File: src/rtl/calc_seq_pkg.sv
// Shared types and constants for the calc load-and-run sequencer.
package calc_seq_pkg;

  typedef enum logic [2:0] {
    IDLE,
    SETTLE,
    RAMP,
    CONST,
    TRIG,
    WAIT,
    DONE,
    ERR
  } seq_state_e;

  localparam int unsigned WORD_BYTES = 4;
  localparam int unsigned WORD_SHIFT = $clog2(WORD_BYTES);

endpackage

File: src/rtl/calc_seq_ramp_gen.sv
// Ramp value generator: captures base/step on load, then steps a running
// accumulator (modulo 2^DATA_W) and a word index on each advance.
module calc_seq_ramp_gen
  import calc_seq_pkg::*;
#(
  parameter int unsigned DATA_W = 32,
  parameter int unsigned LEN_W  = 16
) (
  input  logic              clock,
  input  logic              reset,
  input  logic              i_load,
  input  logic              i_advance,
  input  logic [DATA_W-1:0] i_base,
  input  logic [DATA_W-1:0] i_step,
  output logic [DATA_W-1:0] o_value,
  output logic [LEN_W-1:0]  o_index
);

  logic [DATA_W-1:0] r_step;
  logic [DATA_W-1:0] r_value;
  logic [LEN_W-1:0]  r_index;

  // Capture base/step on load; accumulate one step per advance.
  always_ff @(posedge clock or posedge reset) begin
    if (reset) begin
      r_step  <= '0;
      r_value <= '0;
      r_index <= '0;
    end else if (i_load) begin
      r_step  <= i_step;
      r_value <= i_base;
      r_index <= '0;
    end else if (i_advance) begin
      r_value <= r_value + r_step;
      r_index <= r_index + LEN_W'(1);
    end
  end

  assign o_value = r_value;
  assign o_index = r_index;

endmodule

File: src/rtl/calc_sequencer.sv
// Load-and-run controller for calc: after a settle delay it writes a linear
// ramp followed by NUM_CONST constants, pulses trigger, then waits for done
// with an optional timeout. All outputs are registered.
module calc_sequencer
  import calc_seq_pkg::*;
#(
  parameter int unsigned DATA_W        = 32,
  parameter int unsigned ADDR_W        = 32,
  parameter int unsigned LEN_W         = 16,
  parameter int unsigned NUM_CONST     = 3,
  parameter int unsigned SETTLE_CYCLES = 16,
  parameter int unsigned TMO_W         = 24
) (
  input  logic                        clock,
  input  logic                        reset,
  input  logic                        start,
  input  logic [LEN_W-1:0]            ramp_len,
  input  logic [DATA_W-1:0]           ramp_base,
  input  logic [DATA_W-1:0]           ramp_step,
  input  logic [NUM_CONST*DATA_W-1:0] const_vals,
  input  logic [TMO_W-1:0]            timeout_cycles,
  output logic                        write,
  output logic [ADDR_W-1:0]           address,
  output logic [DATA_W-1:0]           din,
  output logic                        trigger,
  input  logic                        done,
  output logic                        busy,
  output logic                        finished,
  output logic                        timeout_err,
  output logic [LEN_W:0]              words_written
);

  localparam int unsigned SC_W   = (SETTLE_CYCLES < 1) ? 1 : $clog2(SETTLE_CYCLES + 1);
  localparam int unsigned CIDX_W = (NUM_CONST < 2) ? 1 : $clog2(NUM_CONST);
  localparam int unsigned WW_W   = LEN_W + 1;

  seq_state_e r_state, w_state_nxt;

  // Captured configuration
  logic [LEN_W-1:0]  r_len;
  logic [TMO_W-1:0]  r_tmo;
  logic [DATA_W-1:0] r_const [NUM_CONST];

  // Counters
  logic [SC_W-1:0]   r_settle, w_settle_nxt;
  logic [TMO_W-1:0]  r_tmo_cnt, w_tmo_nxt;
  logic [CIDX_W-1:0] r_cidx, w_cidx_nxt;

  // Registered outputs
  logic              r_write, w_write_nxt;
  logic [ADDR_W-1:0] r_address, w_addr_nxt;
  logic [DATA_W-1:0] r_din, w_din_nxt;
  logic              r_trigger, w_trig_nxt;
  logic              r_busy, w_busy_nxt;
  logic              r_finished, w_fin_nxt;
  logic              r_err, w_err_nxt;
  logic [WW_W-1:0]   r_ww, w_ww_nxt;

  // Ramp generator handshake and emit selection
  logic              w_load, w_adv;
  logic [DATA_W-1:0] w_val;
  logic [LEN_W-1:0]  w_idx;
  logic              w_emit_ramp, w_emit_const;
  logic [CIDX_W-1:0] w_emit_j;

  calc_seq_ramp_gen #(
    .DATA_W (DATA_W),
    .LEN_W  (LEN_W)
  ) u_ramp (
    .clock     (clock),
    .reset     (reset),
    .i_load    (w_load),
    .i_advance (w_adv),
    .i_base    (ramp_base),
    .i_step    (ramp_step),
    .o_value   (w_val),
    .o_index   (w_idx)
  );

  // State register.
  always_ff @(posedge clock or posedge reset) begin
    if (reset) r_state <= IDLE;
    else       r_state <= w_state_nxt;
  end

  // Next state and next registered outputs. The state decides which word to
  // emit; the emit logic below is shared so ramp and constant writes stay
  // back-to-back across the RAMP->CONST boundary.
  always_comb begin
    w_state_nxt  = r_state;
    w_settle_nxt = r_settle;
    w_tmo_nxt    = r_tmo_cnt;
    w_cidx_nxt   = r_cidx;
    w_write_nxt  = 1'b0;
    w_addr_nxt   = '0;
    w_din_nxt    = '0;
    w_trig_nxt   = 1'b0;
    w_busy_nxt   = r_busy;
    w_fin_nxt    = 1'b0;
    w_err_nxt    = r_err;
    w_ww_nxt     = r_ww;
    w_load       = 1'b0;
    w_adv        = 1'b0;
    w_emit_ramp  = 1'b0;
    w_emit_const = 1'b0;
    w_emit_j     = '0;

    case (r_state)
      IDLE: begin
        if (start) begin
          w_load       = 1'b1;
          w_state_nxt  = SETTLE;
          w_busy_nxt   = 1'b1;
          w_err_nxt    = 1'b0;
          w_ww_nxt     = '0;
          w_settle_nxt = '0;
        end
      end
      SETTLE: begin
        if (r_settle == SC_W'(SETTLE_CYCLES)) begin
          if (r_len == '0) w_emit_const = 1'b1;
          else             w_emit_ramp  = 1'b1;
        end else begin
          w_settle_nxt = r_settle + SC_W'(1);
        end
      end
      RAMP: begin
        if (w_idx == r_len) w_emit_const = 1'b1;
        else                w_emit_ramp  = 1'b1;
      end
      CONST: begin
        if (r_cidx == CIDX_W'(NUM_CONST - 1)) begin
          w_state_nxt = TRIG;
          w_trig_nxt  = 1'b1;
        end else begin
          w_emit_const = 1'b1;
          w_emit_j     = r_cidx + CIDX_W'(1);
        end
      end
      TRIG: begin
        w_state_nxt = WAIT;
        w_tmo_nxt   = '0;
      end
      WAIT: begin
        if (done) begin
          w_state_nxt = DONE;
          w_fin_nxt   = 1'b1;
        end else if (r_tmo != '0 && r_tmo_cnt == r_tmo) begin
          w_state_nxt = ERR;
          w_err_nxt   = 1'b1;
        end else begin
          w_tmo_nxt = r_tmo_cnt + TMO_W'(1);
        end
      end
      DONE, ERR: begin
        w_state_nxt = IDLE;
        w_busy_nxt  = 1'b0;
      end
      default: w_state_nxt = IDLE;
    endcase

    if (w_emit_ramp) begin
      w_state_nxt = RAMP;
      w_write_nxt = 1'b1;
      w_addr_nxt  = ADDR_W'(w_idx) << WORD_SHIFT;
      w_din_nxt   = w_val;
      w_adv       = 1'b1;
      w_ww_nxt    = r_ww + WW_W'(1);
    end
    if (w_emit_const) begin
      w_state_nxt = CONST;
      w_write_nxt = 1'b1;
      w_addr_nxt  = (ADDR_W'(r_len) + ADDR_W'(w_emit_j)) << WORD_SHIFT;
      w_din_nxt   = r_const[w_emit_j];
      w_cidx_nxt  = w_emit_j;
      w_ww_nxt    = r_ww + WW_W'(1);
    end
  end

  // Config capture, counters and output registers.
  always_ff @(posedge clock or posedge reset) begin
    if (reset) begin
      r_len      <= '0;
      r_tmo      <= '0;
      for (int unsigned j = 0; j < NUM_CONST; j++) r_const[j] <= '0;
      r_settle   <= '0;
      r_tmo_cnt  <= '0;
      r_cidx     <= '0;
      r_write    <= 1'b0;
      r_address  <= '0;
      r_din      <= '0;
      r_trigger  <= 1'b0;
      r_busy     <= 1'b0;
      r_finished <= 1'b0;
      r_err      <= 1'b0;
      r_ww       <= '0;
    end else begin
      if (w_load) begin
        r_len <= ramp_len;
        r_tmo <= timeout_cycles;
        for (int unsigned j = 0; j < NUM_CONST; j++)
          r_const[j] <= const_vals[j*DATA_W +: DATA_W];
      end
      r_settle   <= w_settle_nxt;
      r_tmo_cnt  <= w_tmo_nxt;
      r_cidx     <= w_cidx_nxt;
      r_write    <= w_write_nxt;
      r_address  <= w_addr_nxt;
      r_din      <= w_din_nxt;
      r_trigger  <= w_trig_nxt;
      r_busy     <= w_busy_nxt;
      r_finished <= w_fin_nxt;
      r_err      <= w_err_nxt;
      r_ww       <= w_ww_nxt;
    end
  end

  assign write         = r_write;
  assign address       = r_address;
  assign din           = r_din;
  assign trigger       = r_trigger;
  assign busy          = r_busy;
  assign finished      = r_finished;
  assign timeout_err   = r_err;
  assign words_written = r_ww;

endmodule

File: config.mk
export PLATFORM = sky130hd
export DESIGN_NAME = calc_sequencer
export DESIGN_NICKNAME = d
export VERILOG_FILES = /design/src/rtl/calc_seq_pkg.sv /design/src/rtl/calc_seq_ramp_gen.sv /design/src/rtl/calc_sequencer.sv
export SDC_FILE = /design/constraint.sdc
export NUM_CORES = 1
export LEC_CHECK = 0
export BUFFER_PORTS_ARGS = -buffer_cell sky130_fd_sc_hd__buf_2
export CAP_MARGIN = 20
export CORE_ASPECT_RATIO = 0.9
export CORE_MARGIN = 10
export CORE_UTILIZATION = 43
export CTS_CLUSTER_SIZE = 10
export DETAILED_ROUTE_END_ITERATION = 6
export GPL_ROUTABILITY_DRIVEN = 1
export PLACE_DENSITY = 0.72
export SLEW_MARGIN = 0
export SYNTH_ARGS = -nofsm -noshare
export SYNTH_HDL_FRONTEND = slang
export SYNTH_SLANG_ARGS = --single-unit
File: constraint.sdc
create_clock -name clock -period 29.8 [get_ports clock]
set_input_delay 1.49 -clock clock [delete_from_list [all_inputs] [get_ports clock]]
set_output_delay 1.49 -clock clock [all_outputs]
set_load 0.02 [all_outputs]
==> results.json <==
{
  "path_cells": "buf_2 -> and3_4 -> buf_4 -> buf_4 -> a311oi_1 -> a21oi_1 -> a21oi_1",
  "drc": 0,
  "fin_nets": 2310,
  "cts_hold_buffers": 0,
  "p_per_area_nw_per_um2": 108,
  "wl_mm": 47.2,
  "clk_path_buf_depth": 3,
  "ys_ff_latch": 321,
  "cts_tree": "built",
  "hold_depth": 2,
  "clkSinkCount": 321,
  "grt.total_usage": 0.200,
  "syn_to_final_growth_pct": 17.1,
  "post_cts_buffers": 0,
  "hold-path-endpoint": "r_const[22]",
  "min_from": "r_const[22]",
  "worst_slew_margin_rel": 0.232,
  "ctsResizeCount": 0,
  "sw_frac_of_total": 0.419,
  "max_stage_delay_ns": 0.77,
  "period_share": 0.125,
  "synth_cell_type_count": 71,
  "io_buffers": 274,
  "avgRoutedWirePerCell_um": 18.5,
  "most-common-layout-cells": "nand2_1 (631), dfrtp_1 (320), buf_2 (274)",
  "rsz0062_at_grt": "false",
  "r2r-start": "r_len[12]",
  "critPathSlowestCell": "buf_4",
  "die_w_um": 223,
  "synth_ff_type": "dfrtp_1",
  "cts_root_buffer": "clkbuf_16",
  "synth_cells": 1841,
  "grt_pass1_vias": 13500,
  "place_hpwl_mm": 33.8,
  "synthArstFlopShare": 1.00,
  "status": "finished clean",
  "worstSetupPathType": "in -> reg",
  "rows": 66,
  "drv_cap": 0,
  "endpoint_kind": "flop",
  "die-area_um2": 45300,
  "fin_skew_ns": 0.0190,
  "start_util": 0.439,
  "htreeDepth": 2,
  "fin_setup_tns_ns": 0,
  "antenna_cells": 0,
  "drive_gt1_frac": 0.171,
  "avgSynthCellArea_um2": 8.69,
  "clk_pin_slew_ns": 0.05,
  "clkLatencyLatePin_ns": 0.53,
  "syn_area_um2": 16000,
  "p_int_mw": 1.18,
  "synth-edff-count": 0,
  "yosysWarnings": 0,
  "cp_max_fo": 81,
  "max_freq_mhz": 269,
  "drt_iter0_drc": 1299,
  "setup_viol": 0,
  "core_um2": 36400,
  "crit_required_ns": 30.16,
  "place.gp.congestion": 0.908,
  "startpoint_type": "input port",
  "drv_slew": 0,
  "dr.pass1.iters": 5,
  "pin_count": 290,
  "avgViaCountPerCell": 5.29,
  "final_common_cell": "nand2_1",
  "cts_buffers": 39,
  "grt-ovfl-total": 0,
  "rrSetupSlack_ns": 26.15,
  "design_area_um2": 18700,
  "grt_pass1_wl_mm": 74.4,
  "hold_viol": 0,
  "period_minus_slack_ns": 3.72,
  "combPwrFrac": 0.420,
  "worst_slew_pin_slew_ns": 1.15,
  "synth-seq-area-share": 0.502,
  "hold_class": "reg -> reg",
  "ant_nets": 0,
  "antenna_found_initial": 0,
  "seqPwrFrac": 0.370,
  "grt_max_degree": 193,
  "placed_area_um2": 17600,
  "r2r-end": "words_written[9]",
  "p_sw_mw": 0.851,
  "peakVddDrop_mv": 0.0455,
  "worstPathArrival_ns": 4.07,
  "clkPwrFrac": 0.210,
  "die_h_um": 203,
  "power.leakage_nw": 9.56,
  "dr_total_vias": 13500,
  "rr_worst_depth": 9
}
kinds of logic (layout without fill, tap and decap cells):
family | Yosys count | count (layout) | synth area share
simple gates | 904 | 904 | 0.236
flops | 321 | 321 | 0.502
compound gates | 292 | 292 | 0.108
buf+inv | 136 | 359 | 0.0374
xor+xnor | 113 | 113 | 0.0619
fa+ha+maj | 40 | 40 | 0.0322
mux | 34 | 34 | 0.0214
other cells | 1 | 15 | 0.000234
through the flow:
step	cells	power [mW]	hold slack, ns	setup slack [ns]	utilization
detailed placement	2501	1.60	0.461	25.57	0.484
CTS	2554	2.03	0.475	26.12	0.514
global placement	2501	1.57	0.457	25.62	0.484
finish	2554	2.03	0.470	26.09	0.514
global route	2554	2.18	0.490	25.84	0.514
floorplan	1855	1.36	0.445	19.43	-
power by group through the flow:
stage          clock [mW]  sequential [mW]  combinational (mW)
2_1_floorplan           0            0.728               0.635
3_3_place_gp            0            0.751               0.818
3_5_place_dp            0            0.756               0.843
4_1_cts             0.435            0.750               0.850
5_1_grt             0.451            0.772               0.961
6_report            0.426            0.751               0.852
flip-flops by register name, summed over array words and instances (netlist names):
register,count
write,1
r_tmo_cnt,24
r_cidx,2
words_written,17
r_const,96
r_len,16
u_ramp.o_index,16
r_state,3
busy,1
r_tmo,24
address,17
r_settle,5
finished,1
din,32
u_ramp.o_value,32
trigger,1
u_ramp.r_step,32
timeout_err,1
worst max-delay path by stage:
stage | endpoint | slack [ns] | startpoint
floorplan | address[10] | 19.43 | reset
global route | address[13] | 25.84 | r_state[0]
global placement | u_ramp.o_value[24] | 25.62 | start
detailed placement | u_ramp.o_value[24] | 25.57 | start
finish | u_ramp.o_value[24] | 26.09 | start
CTS | u_ramp.o_value[24] | 26.12 | start
per-layer routing:
layer / part of all wire / track usage
met2: 0.45 / 0.304
met3: 0.059 / 0.0313
met5: 0 / 0
met1: 0.47 / 0.288
met4: 0.022 / 0.0545
critical path: cells and delay by family:
family,cells,cell delay [ns]
buffers and inverters,3,1.59
AND/OR/NAND/NOR,1,0.56
AO/OA/AOI/OAI,3,0.31
final cells by class:
cell class | count | area (um2)
well taps | 476 | 596
clock buffers | 48 | 1060
clock inverters | 5 | 40.0
multi-input cells | 1398 | 7440
inverters | 23 | 98.8
fillers | 3430 | 17700
flip-flops and latches | 321 | 8030
repair buffers | 283 | 1450
cells in the mapped netlist, types with 22 or more instances:
cell / number / area [um2]
ha_1: 38 / 475
a21oi_1: 105 / 526
dfrtp_1: 321 / 8030
nand3_1: 38 / 190
clkbuf_1: 76 / 285
nand2_1: 631 / 2370
nor2_1: 122 / 458
xnor2_1: 44 / 385
xor2_1: 69 / 604
o21ai_0: 105 / 526
mux2i_1: 32 / 320
and3_1: 22 / 138
Power figures use the tool's default switching activity.
